**config.mk**
```make
export PLATFORM = sky130hd
export DESIGN_NAME = ras_ckpt_flat
export DESIGN_NICKNAME = d
export VERILOG_FILES = /design/src/rtl/ras_ckpt_pkg.sv /design/src/rtl/ras_ckpt_if.sv /design/src/rtl/ras_ckpt.sv /design/src/flat_wrapper.sv
export SDC_FILE = /design/constraint.sdc
export NUM_CORES = 1
export LEC_CHECK = 0
export CORE_MARGIN = 2
export CORE_UTILIZATION = 25
export DETAILED_ROUTE_END_ITERATION = 16
export GPL_ROUTABILITY_DRIVEN = 1
export GPL_TIMING_DRIVEN = 0
export MAX_ROUTING_LAYER = met4
export PLACE_DENSITY = 0.5
export SLEW_MARGIN = 5
export SYNTH_ARGS = -nofsm -noshare
export SYNTH_HDL_FRONTEND = slang
export SYNTH_SLANG_ARGS = --single-unit
```
**constraint.sdc**
```tcl
create_clock -name clk_i -period 3.8 [get_ports clk_i]
set_clock_uncertainty 0.2 [all_clocks]
set_input_delay 0.95 -clock clk_i [delete_from_list [all_inputs] [get_ports clk_i]]
set_output_delay 0.95 -clock clk_i [all_outputs]
set_load 0.005 [all_outputs]
```
**src/rtl/ras_ckpt_pkg.sv**
```systemverilog
// Shared return-address-stack sizing and checkpoint bundle for the frontend predictor.
// Latency: n/a (types and constants only).
// Backpressure: n/a.
//
// Holds the default RAS geometry and the widths derived from it, so that the
// branch-tag queue and the stack agree on checkpoint field sizes.
package ras_ckpt_pkg;

  localparam int RAS_DEPTH = 3;
  localparam int RAS_VLEN  = 32;
  localparam int RAS_PTR_W = $clog2(RAS_DEPTH);
  localparam int RAS_CNT_W = $clog2(RAS_DEPTH + 1);

  // Snapshot taken alongside every predicted branch; replayed on mispredict.
  typedef struct packed {
    logic [RAS_PTR_W-1:0] ptr;
    logic [RAS_CNT_W-1:0] cnt;
    logic [RAS_VLEN-1:0]  data;
  } ras_ckpt_t;

endpackage

```
**src/rtl/ras_ckpt_if.sv**
```systemverilog
// Predictor <-> RAS bundle: push/pop/flush controls, top-of-stack view, checkpoint and restore.
// Latency: n/a (wires only).
// Backpressure: none; the stack accepts an operation every cycle.
//
// master: predictor side (drives controls and restore, reads top and checkpoint).
// slave : stack side.
interface ras_ckpt_if
  import ras_ckpt_pkg::*;
#(
  parameter int DEPTH = RAS_DEPTH,
  parameter int VLEN  = RAS_VLEN
);
  localparam int PtrW = $clog2(DEPTH);
  localparam int CntW = $clog2(DEPTH + 1);

  logic            flush_i;
  logic            push_i;
  logic            pop_i;
  logic [VLEN-1:0] data_i;
  logic [VLEN-1:0] data_o;
  logic            valid_o;
  logic [PtrW-1:0] ckpt_ptr_o;
  logic [CntW-1:0] ckpt_cnt_o;
  logic [VLEN-1:0] ckpt_data_o;
  logic            restore_i;
  logic [PtrW-1:0] restore_ptr_i;
  logic [CntW-1:0] restore_cnt_i;
  logic [VLEN-1:0] restore_data_i;

  modport master (
    output flush_i, push_i, pop_i, data_i,
    output restore_i, restore_ptr_i, restore_cnt_i, restore_data_i,
    input  data_o, valid_o, ckpt_ptr_o, ckpt_cnt_o, ckpt_data_o
  );

  modport slave (
    input  flush_i, push_i, pop_i, data_i,
    input  restore_i, restore_ptr_i, restore_cnt_i, restore_data_i,
    output data_o, valid_o, ckpt_ptr_o, ckpt_cnt_o, ckpt_data_o
  );

endinterface

```
**src/rtl/ras_ckpt.sv**
```systemverilog
// Circular return-address stack (any DEPTH >= 2) with checkpoint/restore for mispredict recovery.
// Latency: top/valid reflect an operation one cycle later; checkpoint outputs show current state (no bypass).
// Backpressure: none; overflow overwrites the oldest entry, pop on empty is ignored.
//
// Ports: clk_i, rst_ni (async, active low); bus (ras_ckpt_if.slave) carrying
//   flush_i/push_i/pop_i/data_i, restore_i/restore_ptr_i/restore_cnt_i/restore_data_i in,
//   data_o/valid_o/ckpt_ptr_o/ckpt_cnt_o/ckpt_data_o out.
module ras_ckpt
  import ras_ckpt_pkg::*;
#(
  parameter int DEPTH = RAS_DEPTH,
  parameter int VLEN  = RAS_VLEN
) (
  input  logic        clk_i,
  input  logic        rst_ni,
  ras_ckpt_if.slave   bus
);

  localparam int PtrW = $clog2(DEPTH);
  localparam int CntW = $clog2(DEPTH + 1);

  if (DEPTH < 2) begin : g_depth_chk
    $error("ras_ckpt: DEPTH must be at least 2");
  end

  logic [PtrW-1:0] r_tos;
  logic [CntW-1:0] r_cnt;
  logic [VLEN-1:0] r_mem [DEPTH];

  logic [PtrW-1:0] w_tos_nxt;
  logic [CntW-1:0] w_cnt_nxt;
  logic            w_wr_en;
  logic [PtrW-1:0] w_wr_ptr;
  logic [VLEN-1:0] w_wr_dat;

  // Explicit wrap at DEPTH-1 so non-power-of-2 depths never index past the array.
  function automatic logic [PtrW-1:0] ptr_inc(input logic [PtrW-1:0] p);
    return (p == PtrW'(DEPTH - 1)) ? '0 : p + 1'b1;
  endfunction

  function automatic logic [PtrW-1:0] ptr_dec(input logic [PtrW-1:0] p);
    return (p == '0) ? PtrW'(DEPTH - 1) : p - 1'b1;
  endfunction

  always_comb begin
    w_tos_nxt = r_tos;
    w_cnt_nxt = r_cnt;
    w_wr_en   = 1'b0;
    w_wr_ptr  = r_tos;
    w_wr_dat  = bus.data_i;
    if (bus.flush_i) begin
      // Storage is left as-is; it is unobservable through valid_o while cnt is 0.
      w_tos_nxt = '0;
      w_cnt_nxt = '0;
    end else if (bus.restore_i) begin
      // Rewrite the checkpointed top entry in case wrong-path pushes clobbered it.
      w_tos_nxt = bus.restore_ptr_i;
      w_cnt_nxt = bus.restore_cnt_i;
      w_wr_en   = (bus.restore_cnt_i != '0);
      w_wr_ptr  = bus.restore_ptr_i;
      w_wr_dat  = bus.restore_data_i;
    end else if (bus.push_i && bus.pop_i) begin
      // Coroutine swap: replace the top in place.
      w_wr_en   = 1'b1;
      w_cnt_nxt = (r_cnt == '0) ? CntW'(1) : r_cnt;
    end else if (bus.push_i) begin
      w_tos_nxt = ptr_inc(r_tos);
      w_wr_en   = 1'b1;
      w_wr_ptr  = ptr_inc(r_tos);
      w_cnt_nxt = (r_cnt == CntW'(DEPTH)) ? r_cnt : r_cnt + 1'b1;
    end else if (bus.pop_i && (r_cnt != '0)) begin
      w_tos_nxt = ptr_dec(r_tos);
      w_cnt_nxt = r_cnt - 1'b1;
    end
  end

  always_ff @(posedge clk_i or negedge rst_ni) begin
    if (!rst_ni) begin
      r_tos <= '0;
      r_cnt <= '0;
      for (int i = 0; i < DEPTH; i++) begin
        r_mem[i] <= '0;
      end
    end else begin
      r_tos <= w_tos_nxt;
      r_cnt <= w_cnt_nxt;
      if (w_wr_en) begin
        r_mem[w_wr_ptr] <= w_wr_dat;
      end
    end
  end

  assign bus.data_o      = r_mem[r_tos];
  assign bus.valid_o     = (r_cnt != '0);
  assign bus.ckpt_ptr_o  = r_tos;
  assign bus.ckpt_cnt_o  = r_cnt;
  assign bus.ckpt_data_o = r_mem[r_tos];

  a_restore_range : assert property (@(posedge clk_i) disable iff (!rst_ni)
    bus.restore_i |-> ((int'(bus.restore_ptr_i) < DEPTH) && (int'(bus.restore_cnt_i) <= DEPTH)));

  a_cnt_range : assert property (@(posedge clk_i) disable iff (!rst_ni)
    int'(r_cnt) <= DEPTH);

endmodule
```
**src/flat_wrapper.sv**
```systemverilog
// flat-port wrapper written by rule: the top's interface ports become plain ports
module ras_ckpt_flat import ras_ckpt_pkg::*;
#(
  parameter int DEPTH = RAS_DEPTH,
  parameter int VLEN  = RAS_VLEN
)
  (clk_i, rst_ni, bus_flush_i, bus_push_i, bus_pop_i, bus_data_i, bus_restore_i, bus_restore_ptr_i, bus_restore_cnt_i, bus_restore_data_i, bus_data_o, bus_valid_o, bus_ckpt_ptr_o, bus_ckpt_cnt_o, bus_ckpt_data_o);
  ras_ckpt_if #(.DEPTH(DEPTH), .VLEN(VLEN)) bus_i ();
  input  logic clk_i;
  input  logic rst_ni;
  input wire logic [$bits(bus_i.flush_i)-1:0] bus_flush_i;
  input wire logic [$bits(bus_i.push_i)-1:0] bus_push_i;
  input wire logic [$bits(bus_i.pop_i)-1:0] bus_pop_i;
  input wire logic [$bits(bus_i.data_i)-1:0] bus_data_i;
  input wire logic [$bits(bus_i.restore_i)-1:0] bus_restore_i;
  input wire logic [$bits(bus_i.restore_ptr_i)-1:0] bus_restore_ptr_i;
  input wire logic [$bits(bus_i.restore_cnt_i)-1:0] bus_restore_cnt_i;
  input wire logic [$bits(bus_i.restore_data_i)-1:0] bus_restore_data_i;
  output wire logic [$bits(bus_i.data_o)-1:0] bus_data_o;
  output wire logic [$bits(bus_i.valid_o)-1:0] bus_valid_o;
  output wire logic [$bits(bus_i.ckpt_ptr_o)-1:0] bus_ckpt_ptr_o;
  output wire logic [$bits(bus_i.ckpt_cnt_o)-1:0] bus_ckpt_cnt_o;
  output wire logic [$bits(bus_i.ckpt_data_o)-1:0] bus_ckpt_data_o;
  assign bus_i.flush_i = bus_flush_i;
  assign bus_i.push_i = bus_push_i;
  assign bus_i.pop_i = bus_pop_i;
  assign bus_i.data_i = bus_data_i;
  assign bus_i.restore_i = bus_restore_i;
  assign bus_i.restore_ptr_i = bus_restore_ptr_i;
  assign bus_i.restore_cnt_i = bus_restore_cnt_i;
  assign bus_i.restore_data_i = bus_restore_data_i;
  assign bus_data_o = bus_i.data_o;
  assign bus_valid_o = bus_i.valid_o;
  assign bus_ckpt_ptr_o = bus_i.ckpt_ptr_o;
  assign bus_ckpt_cnt_o = bus_i.ckpt_cnt_o;
  assign bus_ckpt_data_o = bus_i.ckpt_data_o;
  ras_ckpt #(.DEPTH(DEPTH), .VLEN(VLEN)) u_core (.clk_i(clk_i), .rst_ni(rst_ni), .bus(bus_i));
endmodule
```
# Word level (Yosys, flattened, before mapping)
# Index checks and enable logic that the tools add are counted.
# op_classes
addsub	4
order_cmp	3
n_eq_ne	5
muxes	30
bitwise	2
reduce_logical	11
# op_table
op	count
two-way mux 32 bit	5
bitwise mux 96 bit	1
binary-select mux 32 bit (select 2 bit)	1
demux 32 bit (select 2 bit)	1
two-way mux 2 bit	18
>= comparator 3 bit, second input constant	2
NOT 2 -> 3 bit	2
!= test 5 x 4 -> 1 bit, second input constant	1
nonzero test 5 bit	1
adder 2 x 1 -> 2 bit, second input constant	2
equality test 2 bit, second input constant	2
zero test 2 bit	2
two-way mux 1 bit	4
!= test 4 bit, second input constant	1
nonzero test 2 bit	2
nonzero test 4 bit	1
subtractor 2 x 1 -> 2 bit, second input constant	2
logical AND 1 bit	3
less-than comparator 3 x 1 -> 1 bit, second input constant	1
!= test 3 bit, second input constant	1
AND reduction 3 bit	1
AND reduction 2 bit	1
# totals
reg_bits	100
word_cells	60

# Depth between registers and ports, before layout
# logic_depth
ltp_word	12
depth_mapped	10

# Least setup slack after synthesis
# OpenSTA, ideal clock, no wires.
# synth_path
kind	register to register
from	register u_core.r_tos[0], in the netlist u_core.bus.ckpt_ptr_o[0]
to	register u_core.r_mem[10] in the netlist's numbering
t_arrival_ps	2705
path_slack_ps	770
path_stages_with_launch	10
cell_sequence	dfrtp_1 clkbuf_1 buf_1 inv_1 ha_1 mux2i_1 nor2_1 a2111oi_4 buf_6 mux2_2
# synth_between
elab_chain_cells	12
# synth_rtl
element	line_no	source
from (decl)	ras_ckpt.sv:26	logic [PtrW-1:0] r_tos;
from (signal assigned)	ras_ckpt.sv:85	r_tos <= w_tos_nxt;
adder 2 x 1 -> 2 bit / equality test 2 bit (equally long branches)	ras_ckpt.sv:38	return (p == PtrW'(DEPTH - 1)) ? '0 : p + 1'b1;
two-way mux 2 bit	ras_ckpt.sv:38	
two-way mux 2 bit	ras_ckpt.sv:66	end else if (bus.push_i) begin
two-way mux 2 bit	ras_ckpt.sv:62	end else if (bus.push_i && bus.pop_i) begin
two-way mux 2 bit	ras_ckpt.sv:55	end else if (bus.restore_i) begin
two-way mux 2 bit (*)	ras_ckpt.sv:51	if (bus.flush_i) begin
NOT 2 -> 3 bit (not written as such) (*)	ras_ckpt.sv:88	r_mem[w_wr_ptr] <= w_wr_dat;
>= comparator 3 bit (not written as such) / less-than comparator 3 x 1 -> 1 bit (equally long branches)	ras_ckpt.sv:88	
logical AND 1 bit (not written as such)	ras_ckpt.sv:88	
two-way mux 32 bit (not written as such)	ras_ckpt.sv:88	
demux 32 bit (select 2 bit) (*)	ras_ckpt.sv:88	
bitwise mux 96 bit (*)	ras_ckpt.sv:88	
to (signal, indexed assignment)	ras_ckpt.sv:88	
to (decl)	ras_ckpt.sv:28	logic [VLEN-1:0] r_mem [DEPTH];
# Mark *: on every way between the ends. The rest lies on a longest branch, timed or not.
# A chain may end at the register's enable or synchronous reset.

# Final worst setup path
# layout_path
from	register u_core.r_tos[1], in the netlist u_core.bus.ckpt_ptr_o[1]
to	output port bus_data_o[31]
# layout_between
elab_chain_cells	4
# layout_rtl
element	line_no	source
NOT 2 -> 3 bit (not written as such)	ras_ckpt.sv:93	assign bus.data_o = r_mem[r_tos];
binary-select mux 32 bit (select 2 bit)	ras_ckpt.sv:93	
two-way mux 32 bit (not written as such) (2 in a row)	ras_ckpt.sv:93	
to (decl)	flat_wrapper.sv:19	output wire logic [$bits(bus_i.data_o)-1:0] bus_data_o;
# Every way passes these cells. The select of a mux whose other input is x is not followed.

==> impl_results.md <==
* Status: finished, final reports clean
* Placed inst area at 0.007077 mm²
* Most frequent cells in the layout: clkdlybuf4s50_1 (140), mux2_2 (124), dfrtp_1 (99)
* Site Rows at 53
* GRT Residual Overflow at 0
* Wirelength per Cell at 15.91 µm
* Area Growth Syn to Fin at 39.52%
* Synth Area in Simple Gates at 0.04796
* Worst skew pair latency at 350 ps
* FF+latch count, synth at 100
* Crit-path cells: inv_1 -> nor2_4 -> clkbuf_2 -> nand2_1 -> o21ai_0 -> buf_4 -> clkdlybuf4s50_1
* Compound-Gate Fraction of Synth Area at 0.05930
* Sequential-to-total area share from yosys stat at 0.4725
* Global-route wire length before repair at 21870 µm
* DR iter-0 viols at 138
* CP Capture Type: output port
* CTS tree: done
* Main combinational cell family by area after synthesis: multiplexers
* DRC at 0
* Avg Cell Area, Syn at 12.06 µm²
* Final setup vio count at 0
* Max cap viols at 0
* Synth Area in Adders at 0.007087
* Fin. max-slew vios at 0
* Root Driver: clkbuf_16
* Worst Setup Start Kind: register
* Final Net Count at 669
* Die area at 0.02237 mm²
* Routed vias/inst at 4.403
* Hold-fix buffers, CTS at 0
* ANT cells at 0
* Hold crit path type: reg -> reg
* Port Buffers at 141
* Crit path buffers/inverters at 4
* PwrDens at 549.0 mW/mm²
* RSZ-0062 raised after global routing: false
* Clock Path Buffers at 2
* Cells after synthesis at 439
* DRT Wirelength at 13870 µm
* Critical Path Fanout Max at 10
* Synthesized Nets at 516
* Maximum clock frequency at 281.7 MHz
* Fin crit period at 3550 ps
* Initial DRT Pass Iterations at 4
* Core area at 0.02089 mm²
* Crit path DAT at 2400 ps
* Final Hold Fails at 0
* Util after Layout at 0.3538
* Setup CP Type: reg -> out
* Worst-path clk slew at 70 ps
* Initial Util at 0.2535
* Mux cell area share after synthesis at 0.3383
* Gpl congestion at 0.7510
* Lkg Pwr at 2.985 nW
* Finished Cell Area at 0.007390 mm²
* Total number of vias at 3839
* Syn. warnings at 0
* Delay-heaviest family, CP: buffers and inverters
* Die height at 149.6 µm
* Rel. slew slack at 0.4632
* Synth Area in XOR/XNOR at 0
* Synth unique cells at 32
* Die width at 149.6 µm
* DRT antenna net count at 0
* Design Power at 4.057 mW
* Vias in the first global route at 4128
* Final Cycle Share at 0.9343
* Tot GR Track Use at 0.1322
* Htree depth at 3
* Initial antenna violation count at 0
* Layout cells sized above 1 at 0.3384
* Commonest non-fill, non-tap cell in the layout: clkdlybuf4s50_1
* Slowest CP cell: dfrtp_2
* Critical Path Max Stage Delay at 500 ps
* Largest net degree at the start of global routing at 62
* WP data required at 2650 ps
* Worst Tran Pin Value at 784.8 ps
* Io pins at 143
* Clk sinks at 100
* Worst VDD drop at 0.2179 mV
* Mapped Area at 0.005296 mm²
* Detail Placement HPWL at 9902 µm
* Total CTS buffers at 9
## path summary, 6_finish.rpt
check / startpoint / endpoint / depth (start not counted) / slack (ps)
min: u_core.r_mem[77] / u_core.r_mem[77] / 1 / 290
max: u_core.bus.ckpt_ptr_o[1] / bus_data_o[31] / 7 / 250
max reg2reg: u_core.bus.ckpt_ptr_o[0] / u_core.r_mem[11] / 9 / 670
max in group asynchronous: rst_ni / u_core.r_mem[85] / 2 / 2330
min reg2reg: u_core.r_mem[77] / u_core.r_mem[77] / 1 / 290
min in group asynchronous: rst_ni / u_core.bus.ckpt_cnt_o[0] / 1 / 370
## kinds of logic after synthesis
logic type	Yosys count
simple gates	57
fa+ha+maj	3
compound gates	53
flops	100
buf+inv	63
mux	163
## area by class of cell
| cell class | instances | area, µm² |
|---|---|---|
| tap | 275 | 344.1 |
| clock inverter | 6 | 46.29 |
| inverter | 4 | 15.01 |
| multi-input combinational | 276 | 2405 |
| fill | 2048 | 13500 |
| buffer | 59 | 400.4 |
| sequential | 100 | 2504 |
| timing repair buffer | 142 | 1436 |
| clock buffer | 10 | 239.0 |
## power by group
part / total (mW) / internal (mW) / switching, mW
registers: 1.62 / 1.44 / 0.186
clock network: 0.885 / 0.468 / 0.417
logic: 1.55 / 1.03 / 0.519
total: 4.06 / 2.94 / 1.12
## cells in the mapped netlist
library cell  count  area share
a211oi_1          1      0.0014
buf_2            11       0.010
a22o_1            2      0.0033
mux2i_1          35       0.066
buf_4            33       0.047
mux2_1            4      0.0085
a2111oi_0         1      0.0017
nor3_1            1     0.00094
nor2b_2           1      0.0017
ha_1              3      0.0071
nor2_1           11      0.0078
nand3_1           1     0.00094
nor2b_1           4      0.0047
nand2_1          34       0.024
and3b_1           1      0.0017
nand4bb_1         1      0.0021
or2_2             1      0.0012
dfrtp_1         100        0.47
buf_1             3      0.0021
a21oi_2           1      0.0017
inv_1             4      0.0028
buf_6             3      0.0064
nand3b_1          2      0.0028
a21oi_1           5      0.0047
a21boi_1          1      0.0014
o31ai_1           1      0.0014
a221oi_1          1      0.0017
a2111oi_4         1      0.0052
o21ai_1           1     0.00094
mux2_2          124        0.26
o21ai_0          38       0.036
clkbuf_1          9      0.0064
## registers in the layout, summed over array words and instances, names as in the netlist
signal,count
u_core.bus.ckpt_cnt_o,2
u_core.bus.ckpt_ptr_o,2
u_core.r_mem,96
## timing repair
item / 4_1_cts / 5_1_grt
buffers inserted: 0 / 0
gates resized for setup: 14 / 6
setup endpoints to repair: 101 / 36
pin swaps: 0 / 0
## worst reg2reg max path, cell delays in order, from the launching register on
cell and delay [ps]:
dfrtp_1 380, clkbuf_4 270, clkbuf_4 310, inv_1 90, ha_1 240, mux2i_1 150
nor2_1 80, a2111oi_4 660, buf_6 270, mux2_2 350
## through the flow
stage,worst slack (ps),hold slack (ps),TNS [ps],instances
after global placement,-2086,268.6,-212500,855
after CTS,39.35,295.9,0,872
after global routing,43.18,312.2,0,872
final,249.8,292.9,0,872
after detailed placement,-243.7,279.2,-7935,856
after floorplan,770.2,258.0,0,439
## metal layers
| metal | up-vias | track usage | share of wire |
|---|---|---|---|
| met4 | 0 | 0.05333 | 0.022 |
| met5 | - | - | 0 |
| li1 | 1824 | - | - |
| met1 | 1895 | 0.1587 | 0.45 |
| met3 | 21 | 0.02317 | 0.043 |
| met2 | 99 | 0.2202 | 0.48 |
Power figures use the tool's default switching activity.
